`src/rtl/timer_pkg.sv`:
```
// Shared definitions for the memory-mapped interval timer: register map,
// TCON bit positions and the bus address decoder.
package timer_pkg;

    localparam logic [31:0] DEFAULT_BASE_ADDR = 32'h4000_0000;

    localparam logic [31:0] TH_OFF   = 32'd0;
    localparam logic [31:0] TL_OFF   = 32'd4;
    localparam logic [31:0] TCON_OFF = 32'd8;

    localparam int TCON_EN  = 0;
    localparam int TCON_IE  = 1;
    localparam int TCON_IS  = 2;
    localparam int TCON_OVR = 3;

    typedef enum logic [1:0] {
        SEL_NONE,
        SEL_TH,
        SEL_TL,
        SEL_TCON
    } reg_sel_e;

    // Exact word match only; misaligned or unmapped addresses select nothing.
    function automatic reg_sel_e decode_addr(input logic [31:0] addr, input logic [31:0] base);
        reg_sel_e sel;
        sel = SEL_NONE;
        if (addr[1:0] == 2'b00) begin
            if (addr == base + TH_OFF)        sel = SEL_TH;
            else if (addr == base + TL_OFF)   sel = SEL_TL;
            else if (addr == base + TCON_OFF) sel = SEL_TCON;
        end
        return sel;
    endfunction

endpackage

```
`src/rtl/tick_gen.sv`:
```
// Prescaler: one-cycle tick every PRESCALE enabled cycles; held at 0 while disabled.
// Tick is combinational from the count register; with PRESCALE=1 tick follows en.
module tick_gen #(
    parameter int PRESCALE = 1
) (
    input  logic clk,
    input  logic reset,
    input  logic en,
    output logic tick
);

    localparam logic [15:0] LAST = 16'(PRESCALE - 1);

    logic [15:0] r_cnt;

    always_ff @(posedge clk or negedge reset) begin
        if (!reset) begin
            r_cnt <= '0;
        end else if (!en || (r_cnt == LAST)) begin
            r_cnt <= '0;
        end else begin
            r_cnt <= r_cnt + 16'd1;
        end
    end

    assign tick = en && (r_cnt == LAST);

endmodule

```
`src/rtl/timer_irq_source.sv`:
```
// Bus-mapped reload timer raising a level interrupt on TL overflow; writes land
// at the edge ending the bus cycle, reads are combinational, no backpressure.
module timer_irq_source
    import timer_pkg::*;
#(
    parameter logic [31:0] BASE_ADDR = DEFAULT_BASE_ADDR,
    parameter int          PRESCALE  = 1
) (
    input  logic        clk,
    input  logic        reset,
    input  logic [31:0] addr,
    input  logic [31:0] wdata,
    input  logic        mem_wr,
    input  logic        mem_rd,
    output logic [31:0] rdata,
    output logic        irq
);

    reg_sel_e    w_sel;
    logic        w_wr_th;
    logic        w_wr_tl;
    logic        w_wr_tcon;
    logic        w_tick;
    logic        w_ovf;
    logic        w_set_is;
    logic        w_set_ovr;
    logic [3:0]  w_tcon_nxt;

    logic [31:0] r_th;
    logic [31:0] r_tl;
    logic [3:0]  r_tcon;
    logic        r_irq;

    tick_gen #(
        .PRESCALE (PRESCALE)
    ) u_tick_gen (
        .clk   (clk),
        .reset (reset),
        .en    (r_tcon[TCON_EN]),
        .tick  (w_tick)
    );

    assign w_sel     = decode_addr(addr, BASE_ADDR);
    assign w_wr_th   = mem_wr && (w_sel == SEL_TH);
    assign w_wr_tl   = mem_wr && (w_sel == SEL_TL);
    assign w_wr_tcon = mem_wr && (w_sel == SEL_TCON);

    // A TL write swallows the tick, so it can never also signal an overflow.
    assign w_ovf     = w_tick && !w_wr_tl && (r_tl == 32'hFFFF_FFFF);
    assign w_set_is  = w_ovf && r_tcon[TCON_IE];
    assign w_set_ovr = w_set_is && r_tcon[TCON_IS];

    // Overflow sets beat software clears so an interrupt is never lost.
    always_comb begin
        w_tcon_nxt = r_tcon;
        if (w_wr_tcon) w_tcon_nxt = wdata[3:0];
        if (w_set_is)  w_tcon_nxt[TCON_IS]  = 1'b1;
        if (w_set_ovr) w_tcon_nxt[TCON_OVR] = 1'b1;
    end

    always_ff @(posedge clk or negedge reset) begin
        if (!reset) begin
            r_th   <= '0;
            r_tl   <= '0;
            r_tcon <= '0;
            r_irq  <= 1'b0;
        end else begin
            if (w_wr_th) r_th <= wdata;
            if (w_wr_tl) begin
                r_tl <= wdata;
            end else if (w_tick) begin
                r_tl <= w_ovf ? r_th : r_tl + 32'd1;
            end
            r_tcon <= w_tcon_nxt;
            r_irq  <= w_tcon_nxt[TCON_IE] & w_tcon_nxt[TCON_IS];
        end
    end

    always_comb begin
        rdata = '0;
        if (mem_rd) begin
            case (w_sel)
                SEL_TH:   rdata = r_th;
                SEL_TL:   rdata = r_tl;
                SEL_TCON: rdata = {28'd0, r_tcon};
                default:  rdata = '0;
            endcase
        end
    end

    assign irq = r_irq;

endmodule

```
`config.mk`:
```
export PLATFORM = sky130hd
export DESIGN_NAME = timer_irq_source
export DESIGN_NICKNAME = d
export VERILOG_FILES = /design/src/rtl/timer_pkg.sv /design/src/rtl/tick_gen.sv /design/src/rtl/timer_irq_source.sv
export SDC_FILE = /design/constraint.sdc
export NUM_CORES = 1
export LEC_CHECK = 0
export ABC_AREA = 1
export CAP_MARGIN = 10
export CORE_ASPECT_RATIO = 1.5
export CORE_MARGIN = 2
export CORE_UTILIZATION = 60
export CTS_BUF_LIST = sky130_fd_sc_hd__clkbuf_2
export CTS_CLUSTER_DIAMETER = 120
export DETAILED_ROUTE_END_ITERATION = 8
export PLACE_DENSITY_LB_ADDON = 0.2
export SLEW_MARGIN = 10
export SYNTH_ARGS = -nofsm -noshare
export SYNTH_HDL_FRONTEND = slang
export SYNTH_HIERARCHICAL = 1
export SYNTH_SLANG_ARGS = --single-unit
```
`constraint.sdc`:
```
create_clock -name clk -period 5.3 [get_ports clk]
set_input_delay 1.06 -clock clk [delete_from_list [all_inputs] [get_ports clk]]
set_output_delay 1.06 -clock clk [all_outputs]
set_load 0.05 [all_outputs]
```
==> results of run 1 <==
power breakdown:
part / leakage, nW / total [mW] / internal [mW] / switching [mW]
sequential: 1.18 / 0.650 / 0.650 / 0.0000000102
combinational: 2.05 / 0.0824 / 0.0476 / 0.0347
clock: 0.0772 / 0.387 / 0.157 / 0.230
metal layers:
| layer | global-route usage (%) | share of wire (%) | vias up |
|---|---|---|---|
| li1 | - | - | 3064 |
| met1 | 35.92 | 37 | 2826 |
| met2 | 54.96 | 53 | 249 |
| met3 | 4.684 | 6.3 | 63 |
| met4 | 16.99 | 3.8 | 0 |
| met5 | 0 | 0 | - |
cell usage in the layout, fill, tap and decap left out, types with 20 or more instances in the layout:
| master | Yosys | layout |
|---|---|---|
| dfrtp_1 | 85 | 85 |
| clkdlybuf4s50_1 | 0 | 67 |
| nand2_1 | 284 | 284 |
| nor2_1 | 97 | 97 |
| buf_12 | 0 | 32 |
| o22ai_1 | 22 | 22 |
| nand3_1 | 68 | 68 |
| o21ai_0 | 46 | 46 |
| a21oi_1 | 37 | 37 |
| xor2_1 | 22 | 22 |
| nand4_1 | 20 | 20 |
| inv_1 | 138 | 138 |
synthesized netlist by cell type, drive strengths merged:
cell type    n  area [um^2]
a21oi       37        185.2
a31oi        2        12.51
and2         1        6.260
and3         1        6.260
buf         20        118.9
clkbuf      11        41.29
clkinv       1        3.750
dfrtp       85         2127
ha           3        37.54
inv        140        525.5
nand2      294         1134
nand3       71        377.9
nand3b       5        37.54
nand4       21        146.4
nor2       111        504.2
nor3        12        76.33
nor4         1        6.260
o21a         1        7.510
o21ai       49        252.7
o21bai       2        15.01
o22ai       22        137.6
o31ai        1        7.510
xnor2        4        35.03
xor2        22        192.7
kinds of logic (layout without fill, tap and decap cells):
group	count (synthesis)	count (layout)
AND/OR/NAND/NOR	517	517
buffers and inverters	172	262
AO/OA/AOI/OAI	114	114
flip-flops	85	85
XOR/XNOR	26	26
adder cells (fa/ha/maj)	3	3
cell type report:
class | count | area (um^2)
multi-input cells | 660 | 3178
fillers | 772 | 2225
flip-flops and latches | 85 | 2127
repair buffers | 105 | 1356
inverters | 141 | 529.3
well taps | 115 | 143.9
clock inverters | 5 | 75.07
clock buffers | 11 | 55.05
critical path, delay by kind of cell:
| family | cells | cell delay (ns) |
|---|---|---|
| AO/OA/AOI/OAI | 2 | 0.37 |
| buffers and inverters | 3 | 0.94 |
| AND/OR/NAND/NOR | 7 | 0.97 |
registers in the layout, summed over array words and instances (netlist names):
| signal | cells |
|---|---|
| r_th | 32 |
| r_tl | 32 |
| r_tcon | 4 |
| u_tick_gen/r_cnt | 16 |
| irq | 1 |
path summary, 6_finish.rpt:
path	start	endpoint	slack [ns]	cells after the start
max	addr[7]	rdata[31]	0.88	12
min	reset	r_th[9]	0.45	1
max reg2reg	u_tick_gen/r_cnt[8]	r_tl[8]	2.36	10
min reg2reg	u_tick_gen/r_cnt[0]	u_tick_gen/r_cnt[0]	0.52	1
max in group asynchronous	reset	u_tick_gen/r_cnt[14]	3.89	2
min in group clk	u_tick_gen/r_cnt[0]	u_tick_gen/r_cnt[0]	0.52	1
==> flow_summary.ini, run 1 <==
[floorplan]
start_util_pct = 61.87
rows = 44
die_height_um = 126.4
io-pin-count = 101
core_area_mm2 = 0.009689
die-area_mm2 = 0.01082
die_w_um = 85.61

[synthesis]
synthAdderAreaFrac_pct = 0.6262
ys_types = 40
yosysWarnings = 6
synth_xor_area_share_pct = 3.799
syn_inst = 917
netlist_area_mm2 = 0.005994
avgSynthCellArea_um2 = 6.537
synthMuxAreaShare_pct = 0
synthSimpleGateAreaFrac_pct = 38.28
ys_ff_latch = 85
synth_nets = 988
synth_top_family_by_area = simple AND/OR/NAND/NOR gates
ys_seq_area_share_pct = 35.48
synth_compound_area_share_pct = 10.31

[route]
dr.first_iter.drc_count = 447
vias_per_cell = 5.528
drc = 0
via_count = 6202
first_pass_iters = 6
ant_nets = 0
wire_per_inst_um = 14.68
routed_wl_um = 16470

[cells_and_area]
stdcell_area_mm2 = 0.007465
areaGrowthSynthToFinish_pct = 24.53
drive_above_1_share_pct = 8.540
layout.nets = 1073
final_cells = 1122
final_util_pct = 77.04
antenna_cells = 0

[timing]
period_share_pct = 83.46
period_needed_ns = 4.424
slew_violations = 0
grt_setup_unrepaired = no
slew_headroom_pct = 24.23
tns_ns = 0
fin_ws_ns = 0.8764
hold_viol = 0
tightest_slew_ns = 1.132
clock.fmax_ghz = 0.2261
setup_viol = 0
skew_ns = 0.02720
hold_ws_ns = 0.4546

[cts]
cts_tree = done
post_cts.repair.setup_buffers = 0
cts_sinks = 85
htree_num_levels = 3
cts_buffer_depth = 2
cts-hold-fix-buffers = 0
cts_root_buffer = clkbuf_2
cts_inserted_buffers = 9
insertion_delay_ns = 0.59
path_clk_slew_ns = 0.22
ctsResizeCount = 0

[worst_hold_path]
hold_class = input port to asynchronous set/reset pin

[pwr]
leakagePower_nw = 3.310
vdd_ir_drop_max_uv = 133.0
p_total_mw = 1.119
p_per_area_mw_per_mm2 = 149.9

[placement]
gp_congestion = 1.027
dpl.hpwl_um = 11860
io_buffers = 100
dp_cells = 1106
place_ws_ns = 0.9327
placed_area_mm2 = 0.007335

[worst_setup_path]
cp-end-kind = output pin
cpMostUsedCell = nand2_1
worstPathArrival_ns = 3.36
cp_max_fo = 34
crit_required_ns = 4.24
path_cells = clkdlybuf4s50_1 > nor2_1 > nand2_1 > nor2_1 > nand3_1 > o21ai_2 > nand2_1 > nor2_2 > buf_4 > nand2_1 > a21oi_1 > buf_12
crit_type = input port to output pin
cp-start-kind = input port
cp_slowest_cell = clkdlybuf4s50_1
cpPeakStageDelay_ns = 0.40

[global_routing]
grt_start_max_net_pins = 65
grt_pass1_vias = 6093
grt_pass1_wl_um = 27250
track_usage_pct = 31.25
grt-ovfl-total = 0
antenna_found_initial = 0

[flow_run]
drv_cap = 0

[status]
outcome = finished, final reports clean
Note: power is estimated with default switching activity, not from simulation.
==> run 2, diff against run 1 <==
--- a/config.mk
+++ b/config.mk
@@ -9,7 +9,7 @@
 export CAP_MARGIN = 10
 export CORE_ASPECT_RATIO = 1.5
 export CORE_MARGIN = 2
-export CORE_UTILIZATION = 60
+export CORE_UTILIZATION = 56
 export CTS_BUF_LIST = sky130_fd_sc_hd__clkbuf_2
 export CTS_CLUSTER_DIAMETER = 120
 export DETAILED_ROUTE_END_ITERATION = 8
==> constraint.sdc (replaced) <==
create_clock -name clk -period 4.4 [get_ports clk]
set_input_delay 0.88 -clock clk [delete_from_list [all_inputs] [get_ports clk]]
set_output_delay 0.88 -clock clk [all_outputs]
set_load 0.05 [all_outputs]
==> run 2 against run 1 <==
Compared with the run above: utilization is 5.2 points lower; non-clock buffer count grew 4; final cell count increased by 3.0%; register-to-register slack got worse by 0.90 ns; die area grew 6.9%; routed wire length down 1.2%; worst hold slack worse by 0.094 ns; count of clock-buffer cells in the layout increased by 1; highest routed layer unchanged.
==> flow_summary.ini, run 2 (same netlist as run 1, synthesis figures left out) <==
[status]
outcome = finished, final reports clean

[worst_setup_path]
crit_type = input port to output pin
cpMostUsedCell = nor2_1
worstPathArrival_ns = 3.06
crit-reg2reg-launch = r_tl[0]
path_depth = 11
regToRegSetupSlack_ns = 1.46
cp-start-kind = input port
path_cells = clkdlybuf4s50_1 > nor2_1 > nand2_1 > nor2_1 > nand2_1 > nor2_1 > nand2_1 > nor2_1 > inv_2 > a21oi_1 > buf_12
cp_max_fo = 28
crit_buf_inv = 3
cp_slowest_cell = clkdlybuf4s50_1
worst_r2r_path_depth = 10
cp-end-kind = output pin
crit_required_ns = 3.52
cp_top_family = simple AND/OR/NAND/NOR gates
crit_start = addr[9]
cpPeakStageDelay_ns = 0.41

[worst_hold_path]
hold_class = input port to asynchronous set/reset pin

[global_routing]
grt_pass1_vias = 5902
antenna_found_initial = 1
grt_pass1_wl_um = 27320
track_usage_pct = 30.09
grt_start_max_net_pins = 65
grt-ovfl-total = 0

[timing]
tightest_slew_ns = 1.115
period_share_pct = 89.46
slew_violations = 0
slew_headroom_pct = 25.38
grt_setup_unrepaired = no
hold_ws_ns = 0.3606
period_needed_ns = 3.936
hold_viol = 0
skew_ns = 0.03098
setup_viol = 0
clock.fmax_ghz = 0.2540
tns_ns = 0

[route]
vias_per_cell = 5.265
dr.first_iter.drc_count = 372
wire_per_inst_um = 14.08
drc = 0
ant_nets = 0
routed_wl_um = 16280
via_count = 6086
first_pass_iters = 7

[pwr]
p_per_area_mw_per_mm2 = 172.1
swShare_pct = 24.63
p_int_uw = 976.0
p_sw_uw = 318.9
p_total_mw = 1.295
vdd_ir_drop_max_uv = 128.1
clockPowerShare_pct = 32.0
leakagePower_nw = 3.320
power.share.combinational_pct = 7.6
p_seq_share_pct = 60.4

[cells_and_area]
drive_above_1_share_pct = 9.001
layout_commonest_cell = nand2_1
layout.nets = 1077
final_cells = 1156
stdcell_area_mm2 = 0.007525
areaGrowthSynthToFinish_pct = 25.53
final_cell_mix = nand2_1, inv_1, nor2_1, dfrtp_1, nand3_1
reg.largest.list = r_th x32, r_tl x32, u_tick_gen/r_cnt x16

[placement]
dpl.hpwl_um = 11790
dp_cells = 1139
gp_congestion = 0.9617
io_buffers = 100
placed_area_mm2 = 0.007413

[floorplan]
core_area_mm2 = 0.01048
io-pin-count = 101
die_height_um = 130.7
die_w_um = 88.48
start_util_pct = 57.23
die-area_mm2 = 0.01157
rows = 46

[cts]
cts_tree = done
cts-hold-fix-buffers = 0
post_cts.repair.setup_buffers = 0
htree_num_levels = 3
cts_root_buffer = clkbuf_2
ctsResizeCount = 0
cts_inserted_buffers = 9
cts_sinks = 85
insertion_delay_ns = 0.57
path_clk_slew_ns = 0.24
cts_buffer_depth = 2

[flow_run]
drv_cap = 0
run 2: cell types whose count changed in the layout (fill, tap and decap cells not counted):
cell        previous run  this run
clkinvlp_4             1         2
clkinv_1               3         2
clkbuf_2              11        12
buf_12                32        33
diode_2                0         1
bufinv_16              2         1
buf_4                  6         9
run 2: area by class of cell:
class                      count  area, um^2
clock buffer                  12       60.06
tap                          144       180.2
clock inverter                 4       48.80
sequential                    85        2127
timing repair buffer         109        1399
antenna                        1       2.502
inverter                     141       529.3
fill                         913        2950
multi-input combinational    660        3178
run 2: final timing paths:
path | to
min | r_th[6]
max | rdata[9]
max in group asynchronous | r_tcon[0]
min in group clk | u_tick_gen/r_cnt[0]
min reg2reg | u_tick_gen/r_cnt[0]
max reg2reg | r_tl[1]
run 2: worst reg2reg max path, cell delays in order, from the launching register on:
cell and delay, ns:
dfrtp_1 0.46, ha_1 0.20, inv_1 0.08, nor2_4 0.22, nand3_4 0.14, nor3_1 0.33
nand4_1 0.21, nor2_1 0.88, nand2_1 0.13, nand3_1 0.12, nand2_1 0.08
run 2: per-layer routing:
metal / wire [um] / GRT usage [%] / vias to the layer above
li1: - / - / 3071
met1: 6464 / 35.64 / 2794
met2: 8554 / 53.38 / 184
met3: 791 / 4.523 / 37
met4: 472 / 13.10 / 0
met5: 0 / 0 / -
run 2: per-stage QoR:
| step | utilization [%] | setup WS [ns] |
|---|---|---|
| floorplan | - | 0.7566 |
| global placement | 70.77 | 0.5196 |
| detailed placement | 70.77 | 0.4424 |
| CTS | 71.81 | 0.4358 |
| global route | 71.83 | 0.1435 |
| finish | 71.83 | 0.4637 |
run 2: power by group through the flow:
stage                     Sequential [mW]  Clock [mW]  Combinational, mW
after floorplan                     0.796           0             0.0162
after global placement              0.796           0             0.0988
after detailed placement            0.796           0             0.0990
after CTS                           0.783       0.418             0.0998
after global routing                0.783       0.451              0.109
final                               0.783       0.414             0.0983
